File: config.mk
export PLATFORM = sky130hd
export DESIGN_NAME = data_mover_sts_monitor
export DESIGN_NICKNAME = d
export VERILOG_FILES = /design/src/rtl/data_mover_sts_monitor.sv
export SDC_FILE = /design/constraint.sdc
export NUM_CORES = 1
export LEC_CHECK = 0
export ABC_AREA = 1
export BUFFER_PORTS_ARGS = -buffer_cell sky130_fd_sc_hd__buf_4
export CAP_MARGIN = 20
export CORE_MARGIN = 1.5
export CORE_UTILIZATION = 55
export DETAILED_ROUTE_END_ITERATION = 6
export GPL_ROUTABILITY_DRIVEN = 0
export GPL_TIMING_DRIVEN = 0
export PLACE_DENSITY = 0.95
export SYNTH_ARGS = -nofsm -noshare
export SYNTH_HDL_FRONTEND = slang
export SYNTH_HIERARCHICAL = 1
export SYNTH_SLANG_ARGS = --single-unit
File: constraint.sdc
create_clock -name clk -period 2.9 [get_ports clk]
set_clock_uncertainty 0.05 [all_clocks]
set_input_delay 0.145 -clock clk [delete_from_list [all_inputs] [get_ports clk]]
set_output_delay 0.145 -clock clk [all_outputs]
set_load 0.05 [all_outputs]
File: src/rtl/data_mover_sts_monitor.sv
// -----------------------------------------------------------------------------
// data_mover_sts_monitor
//
// Consumes the AXI DataMover MM2S and S2MM status streams. For each channel it
// tracks in-flight commands, hands out command tags, checks that returned
// status tags arrive in issue order, produces a one-cycle completion pulse for
// every status that retires a command, and keeps sticky error flags.
//
// Optional feature macro: DM_STS_TIMEOUT_EN
//   defined   : per-channel watchdog raises the timeout flag after
//               TIMEOUT_CYCLES cycles with commands outstanding and no status
//   undefined : no watchdog; timeout flags read 0
//
// Ports (top):
//   clk, rst_n                     clock, asynchronous active-low reset
//   mm2s_cmd_issue/s2mm_cmd_issue  one pulse per accepted command
//   mm2s_next_tag/s2mm_next_tag    tag for the next command on each channel
//   mm2s_can_issue/s2mm_can_issue  channel has room for another command
//   s_axis_*_sts_tdata/tvalid/tready
//                                  status streams {OKAY,SLVERR,DECERR,INTERR,TAG[3:0]}
//   mm2s_rd_xfer_cmplt             pulse per MM2S status that retires a command
//   s2mm_wr_xfer_cmplt             pulse per S2MM status that retires a command
//   mm2s_outstanding/s2mm_outstanding
//                                  in-flight command counts
//   clr_err                        synchronous clear of err_flags
//   err_flags                      sticky errors, [6:0] MM2S, [14:8] S2MM:
//                                  {timeout,overflow,spurious,tag_mis,interr,decerr,slverr}
// -----------------------------------------------------------------------------

// One status channel: outstanding counter, tag tracking, error detection.
module data_mover_sts_channel #(
    parameter int MAX_OUTSTANDING = 4,
    parameter int CNT_W           = 4,
    parameter int TIMEOUT_CYCLES  = 65535
) (
    input  logic             clk,
    input  logic             rst_n,
    input  logic             i_issue,
    input  logic             i_ready,
    input  logic [7:0]       i_sts_tdata,
    input  logic             i_sts_tvalid,
    input  logic             i_clr_err,
    output logic [3:0]       o_next_tag,
    output logic             o_can_issue,
    output logic             o_cmplt,
    output logic [CNT_W-1:0] o_outstanding,
    output logic [6:0]       o_err
);
    localparam logic [CNT_W-1:0] MAX_CNT = CNT_W'(MAX_OUTSTANDING);

    logic [CNT_W-1:0] r_cnt;
    logic [3:0]       r_next_tag;
    logic [3:0]       r_exp_tag;
    logic             r_cmplt;
    logic [6:0]       r_err;

    logic       w_beat;
    logic       w_match;
    logic       w_cnt_zero;
    logic       w_full;
    logic       w_timeout;
    logic       w_okay;
    logic       w_slverr;
    logic       w_decerr;
    logic       w_interr;
    logic [3:0] w_tag;
    logic [6:0] w_err_set;

    assign {w_okay, w_slverr, w_decerr, w_interr, w_tag} = i_sts_tdata;

    assign w_beat     = i_sts_tvalid & i_ready;
    assign w_cnt_zero = (r_cnt == '0);
    assign w_full     = (r_cnt == MAX_CNT);
    // Only a beat that finds a command in flight retires it.
    assign w_match    = w_beat & ~w_cnt_zero;

    // An issue that coincides with a retiring beat leaves the count unchanged,
    // so it cannot overflow even when the channel is full.
    assign w_err_set = {
        w_timeout,
        i_issue & ~w_match & w_full,
        w_beat & w_cnt_zero,
        w_beat & (w_tag != r_exp_tag),
        w_beat & w_interr,
        w_beat & w_decerr,
        w_beat & (w_slverr | ~(w_okay | w_interr | w_decerr))
    };

    always_ff @(posedge clk or negedge rst_n) begin
        if (!rst_n) begin
            r_cnt      <= '0;
            r_next_tag <= '0;
            r_exp_tag  <= '0;
            r_cmplt    <= 1'b0;
            r_err      <= '0;
        end else begin
            // NOTE: non-blocking assignments here so every register samples
            // the pre-edge values of the others, independent of statement order.
            if (i_issue) begin
                r_next_tag <= r_next_tag + 4'd1;
            end
            if (w_match) begin
                r_exp_tag <= r_exp_tag + 4'd1;
            end
            if (i_issue && !w_match && !w_full) begin
                r_cnt <= r_cnt + CNT_W'(1);
            end else if (w_match && !i_issue) begin
                r_cnt <= r_cnt - CNT_W'(1);
            end
            r_cmplt <= w_match;
            // NOTE: set-dominant -- a new error in the clearing cycle survives.
            r_err   <= (i_clr_err ? 7'd0 : r_err) | w_err_set;
        end
    end

`ifdef DM_STS_TIMEOUT_EN
    localparam int              WD_W    = $clog2(TIMEOUT_CYCLES + 1);
    localparam logic [WD_W-1:0] WD_MAX  = WD_W'(TIMEOUT_CYCLES);
    localparam logic [WD_W-1:0] WD_LAST = WD_W'(TIMEOUT_CYCLES - 1);

    logic [WD_W-1:0] r_wd;

    // Fires only on the step into WD_MAX; the counter then parks there,
    // so the flag is raised once per stall.
    assign w_timeout = ~w_beat & ~w_cnt_zero & (r_wd == WD_LAST);

    always_ff @(posedge clk or negedge rst_n) begin
        if (!rst_n) begin
            r_wd <= '0;
        end else if (w_beat || w_cnt_zero) begin
            r_wd <= '0;
        end else if (r_wd != WD_MAX) begin
            r_wd <= r_wd + WD_W'(1);
        end
    end
`else
    assign w_timeout = 1'b0;
`endif

    assign o_next_tag    = r_next_tag;
    assign o_can_issue   = (r_cnt < MAX_CNT);
    assign o_cmplt       = r_cmplt;
    assign o_outstanding = r_cnt;
    assign o_err         = r_err;
endmodule

module data_mover_sts_monitor #(
    parameter int MAX_OUTSTANDING = 4,
    parameter int CNT_W           = 4,
    parameter int TIMEOUT_CYCLES  = 65535
) (
    input  logic             clk,
    input  logic             rst_n,
    input  logic             mm2s_cmd_issue,
    input  logic             s2mm_cmd_issue,
    output logic [3:0]       mm2s_next_tag,
    output logic [3:0]       s2mm_next_tag,
    output logic             mm2s_can_issue,
    output logic             s2mm_can_issue,
    input  logic [7:0]       s_axis_mm2s_sts_tdata,
    input  logic             s_axis_mm2s_sts_tvalid,
    output logic             s_axis_mm2s_sts_tready,
    input  logic [7:0]       s_axis_s2mm_sts_tdata,
    input  logic             s_axis_s2mm_sts_tvalid,
    output logic             s_axis_s2mm_sts_tready,
    output logic             mm2s_rd_xfer_cmplt,
    output logic             s2mm_wr_xfer_cmplt,
    output logic [CNT_W-1:0] mm2s_outstanding,
    output logic [CNT_W-1:0] s2mm_outstanding,
    input  logic             clr_err,
    output logic [15:0]      err_flags
);
    // Ready is low while in reset and high on every cycle afterwards.
    logic       r_ready;
    logic [6:0] w_mm2s_err;
    logic [6:0] w_s2mm_err;

    always_ff @(posedge clk or negedge rst_n) begin
        if (!rst_n) begin
            r_ready <= 1'b0;
        end else begin
            r_ready <= 1'b1;
        end
    end

    data_mover_sts_channel #(
        .MAX_OUTSTANDING (MAX_OUTSTANDING),
        .CNT_W           (CNT_W),
        .TIMEOUT_CYCLES  (TIMEOUT_CYCLES)
    ) u_mm2s (
        .clk           (clk),
        .rst_n         (rst_n),
        .i_issue       (mm2s_cmd_issue),
        .i_ready       (r_ready),
        .i_sts_tdata   (s_axis_mm2s_sts_tdata),
        .i_sts_tvalid  (s_axis_mm2s_sts_tvalid),
        .i_clr_err     (clr_err),
        .o_next_tag    (mm2s_next_tag),
        .o_can_issue   (mm2s_can_issue),
        .o_cmplt       (mm2s_rd_xfer_cmplt),
        .o_outstanding (mm2s_outstanding),
        .o_err         (w_mm2s_err)
    );

    data_mover_sts_channel #(
        .MAX_OUTSTANDING (MAX_OUTSTANDING),
        .CNT_W           (CNT_W),
        .TIMEOUT_CYCLES  (TIMEOUT_CYCLES)
    ) u_s2mm (
        .clk           (clk),
        .rst_n         (rst_n),
        .i_issue       (s2mm_cmd_issue),
        .i_ready       (r_ready),
        .i_sts_tdata   (s_axis_s2mm_sts_tdata),
        .i_sts_tvalid  (s_axis_s2mm_sts_tvalid),
        .i_clr_err     (clr_err),
        .o_next_tag    (s2mm_next_tag),
        .o_can_issue   (s2mm_can_issue),
        .o_cmplt       (s2mm_wr_xfer_cmplt),
        .o_outstanding (s2mm_outstanding),
        .o_err         (w_s2mm_err)
    );

    assign s_axis_mm2s_sts_tready = r_ready;
    assign s_axis_s2mm_sts_tready = r_ready;
    assign err_flags = {1'b0, w_s2mm_err, 1'b0, w_mm2s_err};
endmodule
==> impl_metrics.py <==
metrics = {
    "status": {
        "status": "complete, no violations",
    },
    "worst_setup_path": {
        "critical_path_class": "register to register",
        "reg2reg_from": "s_axis_mm2s_sts_tready",
        "slowest_delay_ps": 430,
        "arrival_ps": 2230,
        "crit_chain": "nand2_1 > inv_1 > nand2_4 > nand3_4 > ha_1 > nand2_1 > nand2_1 > a21oi_1 > nand2_1 > nand3_1 > nand2_1",
        "cp.required_ps": 3070,
        "endpoint_kind": "register",
        "r2r.worst_path.cells": 11,
        "rr_endpoint": "u_s2mm/o_outstanding[3]",
        "crit_fanout": 8,
        "crit_slowest_cell": "dfrtp_1",
        "startpoint_type": "register",
        "crit_top_cell": "nand2_1",
        "rrSetupSlack_ps": 840,
    },
    "route": {
        "drtPass1Iterations": 4,
        "finalWirelength_um": 3970,
        "drt-wirelength-per-cell_um": 12.6,
        "drcViolationCount": 0,
        "drt_iter0_drc": 68,
        "final_antenna_net_count": 0,
        "num_vias": 1593,
        "viasPerCell": 5.06,
    },
    "clock_tree": {
        "htreeDepth": 2,
        "postCtsHoldBufs": 1,
        "clk_pin_slew_ps": 100,
        "cts_tree": "done",
        "cts_resized": 0,
        "worst_skew_pair.late_latency_ps": 310,
        "root_buffer": "clkbuf_4",
        "cts_post_setup_buffers_inserted": 0,
        "cts.sinks": 39,
        "cts_buffers": 5,
        "clock_path_buffers": 2,
    },
    "worst_hold_path": {
        "min_path_type": "input port to register",
        "hp-start": "s_axis_s2mm_sts_tdata[6]",
        "hold_end": "u_s2mm/o_err[0]",
        "min_path_cells": 3,
    },
    "synth": {
        "ys_ff_latch": 39,
        "synth.most_common_cell": "nand2_1",
        "synth_top_area_share_pct": 48.9,
        "syn-instance-count": 206,
        "postSynth.asyncResetShare_pct": 100,
        "yosys.area.top_type": "dfrtp_1",
        "synth_area_mm2": 0.00200,
        "netlist_top_cells_area": "dfrtp_1 (49%), nand2_1 (7.9%), xnor2_1 (6.1%)",
        "synth-edff-count": 0,
        "syn_area_per_cell_um2": 9.69,
        "ys_seq_area_share_pct": 48.9,
        "synth.distinct_cells": 23,
        "ys.flop_type": "dfrtp_1",
        "ys_warn_count": 6,
        "synth_common_cells": "nand2_1 (42), dfrtp_1 (39), inv_1 (26)",
    },
    "floorplan": {
        "num_rows": 21,
        "die_x_um": 63.3,
        "fp.dieH_um": 63.3,
        "num_io_pins": 61,
        "die_area_mm2": 0.00400,
        "initial_utilization_pct": 58.5,
        "fp.coreArea_mm2": 0.00342,
    },
    "power_and_ir_drop": {
        "totalPowerFinal_mw": 2.85,
        "power_density_mw_per_mm2": 1130,
        "peakVddDrop_mv": 0.749,
        "leakage_nw": 1.33,
    },
    "sta": {
        "final_hold_viol_count": 0,
        "setup_viol": 0,
        "max_freq_mhz": 486,
        "finalCriticalPeriod_ps": 2060,
        "fin_tns_setup_ps": 0,
        "finalCritPeriodShare_pct": 71.0,
        "fin_ws_ps": 841,
        "report.final.slew_viol_count": 0,
        "rsz0062_at_grt": "false",
    },
    "grt": {
        "grt_max_degree": 40,
        "antenna_found_initial": 0,
        "grt_pass1_wl_um": 6630,
        "gr-usage-met3_pct": 4.82,
        "grt_util_met1_pct": 25.3,
        "globalRouteMet2Util_pct": 37.9,
        "grt_pass1_vias": 1508,
        "grt_remaining_overflow": 0,
        "grt_use_total_pct": 21.2,
        "busiest_layer": "met2",
    },
    "final_layout": {
        "areaGrowthSynthToFinish_pct": 26.4,
        "drive_gt1_share_pct": 31.2,
        "fin_util_pct": 73.9,
        "finalNonFillerCells": 315,
        "n_antenna_cell": 0,
        "final_net_count": 303,
    },
    "placement": {
        "portBuffers": 54,
        "dp_hpwl_um": 3080,
        "pre_cts_ws_ps": 908,
        "dp_cells": 307,
    },
    "job": {
        "cap_viol_max_count": 0,
    },
}
where the power goes:
group | internal (mW) | leakage [nW] | switching (mW) | total [mW]
logic | 0.572 | 0.821 | 1.05 | 1.62
registers | 0.745 | 0.483 | 0.242 | 0.987
clock network | 0.0864 | 0.0242 | 0.152 | 0.238
total | 1.40 | 1.33 | 1.45 | 2.85
state kept, by name, summed over array words and instances (netlist names):
signal,count
u_mm2s/r_exp_tag,4
u_s2mm/r_exp_tag,4
u_s2mm/o_next_tag,4
u_mm2s/o_err,6
u_mm2s/o_cmplt,1
s_axis_mm2s_sts_tready,1
u_mm2s/o_outstanding,4
u_s2mm/o_cmplt,1
u_mm2s/o_next_tag,4
u_s2mm/o_err,6
u_s2mm/o_outstanding,4
area by class of cell:
cell class                      instances  area (µm²)
Fill cell                             263         891
Clock buffer                            6        41.3
Tap cell                               46        57.6
Sequential cell                        39         976
Multi-Input combinational cell        135         880
Buffer                                  7        47.5
Timing Repair Buffer                   56         425
Inverter                               26        97.6
metrics by stage:
stage	hold slack (ps)	area, µm²
floorplan	-201	2000
global placement	89.0	2460
detailed placement	89.4	2460
CTS	5.17	2510
global route	28.9	2520
finish	37.5	2520
how the worst max path moves through the flow:
stage | start | endpoint | slack [ps] | depth (start not counted)
2_1_floorplan | u_mm2s/o_outstanding[3] | u_mm2s/o_outstanding[3] | 430 | 12
3_3_place_gp | s_axis_mm2s_sts_tready | u_mm2s/o_outstanding[3] | 980 | 12
3_5_place_dp | s_axis_mm2s_sts_tready | u_s2mm/o_outstanding[3] | 910 | 12
4_1_cts | s_axis_mm2s_sts_tready | u_s2mm/o_outstanding[3] | 890 | 12
5_1_grt | s_axis_mm2s_sts_tready | u_s2mm/o_outstanding[3] | 660 | 11
6_report | s_axis_mm2s_sts_tready | u_s2mm/o_outstanding[3] | 840 | 11
logic make-up after synthesis:
group,count (synthesis),share of synthesized area [%]
AO/OA/AOI/OAI,18,5.26
XOR/XNOR,22,9.65
adder cells (fa/ha/maj),10,7.02
buffers and inverters,33,7.27
flip-flops,39,48.9
multiplexers,2,1.13
other,4,0.752
AND/OR/NAND/NOR,78,20.0
cells in the final DEF (no fill, tap or decap):
master	count
conb_1	5
xnor2_1	14
dfrtp_1	39
nand3_1	12
nand2_2	6
fa_1	2
ha_1	8
buf_4	59
inv_1	26
clkbuf_1	1
xor2_1	8
nand2_4	2
dlygate4sd3_1	2
nor2_2	4
nand4_1	4
nor2_1	4
a21oi_1	4
mux2_2	2
clkbuf_4	5
a21o_1	2
o21ai_0	4
nand3b_2	2
o22ai_1	8
nand3_4	2
nand2_1	42
clkbuf_2	2
worst max-delay path: cells and delay by family, from the launching register on:
kind	cells	cell delay, ps
buf+inv	1	150
simple gates	8	850
flops	1	430
fa+ha+maj	1	320
compound gates	1	160
per-layer routing:
layer  up-vias  share of wire [%]
li1        774                  -
met1       752                 40
met2        59                 53
met3         8                5.5
met4         0                1.3
met5         -                  0
Power figures use the tool's default switching activity.
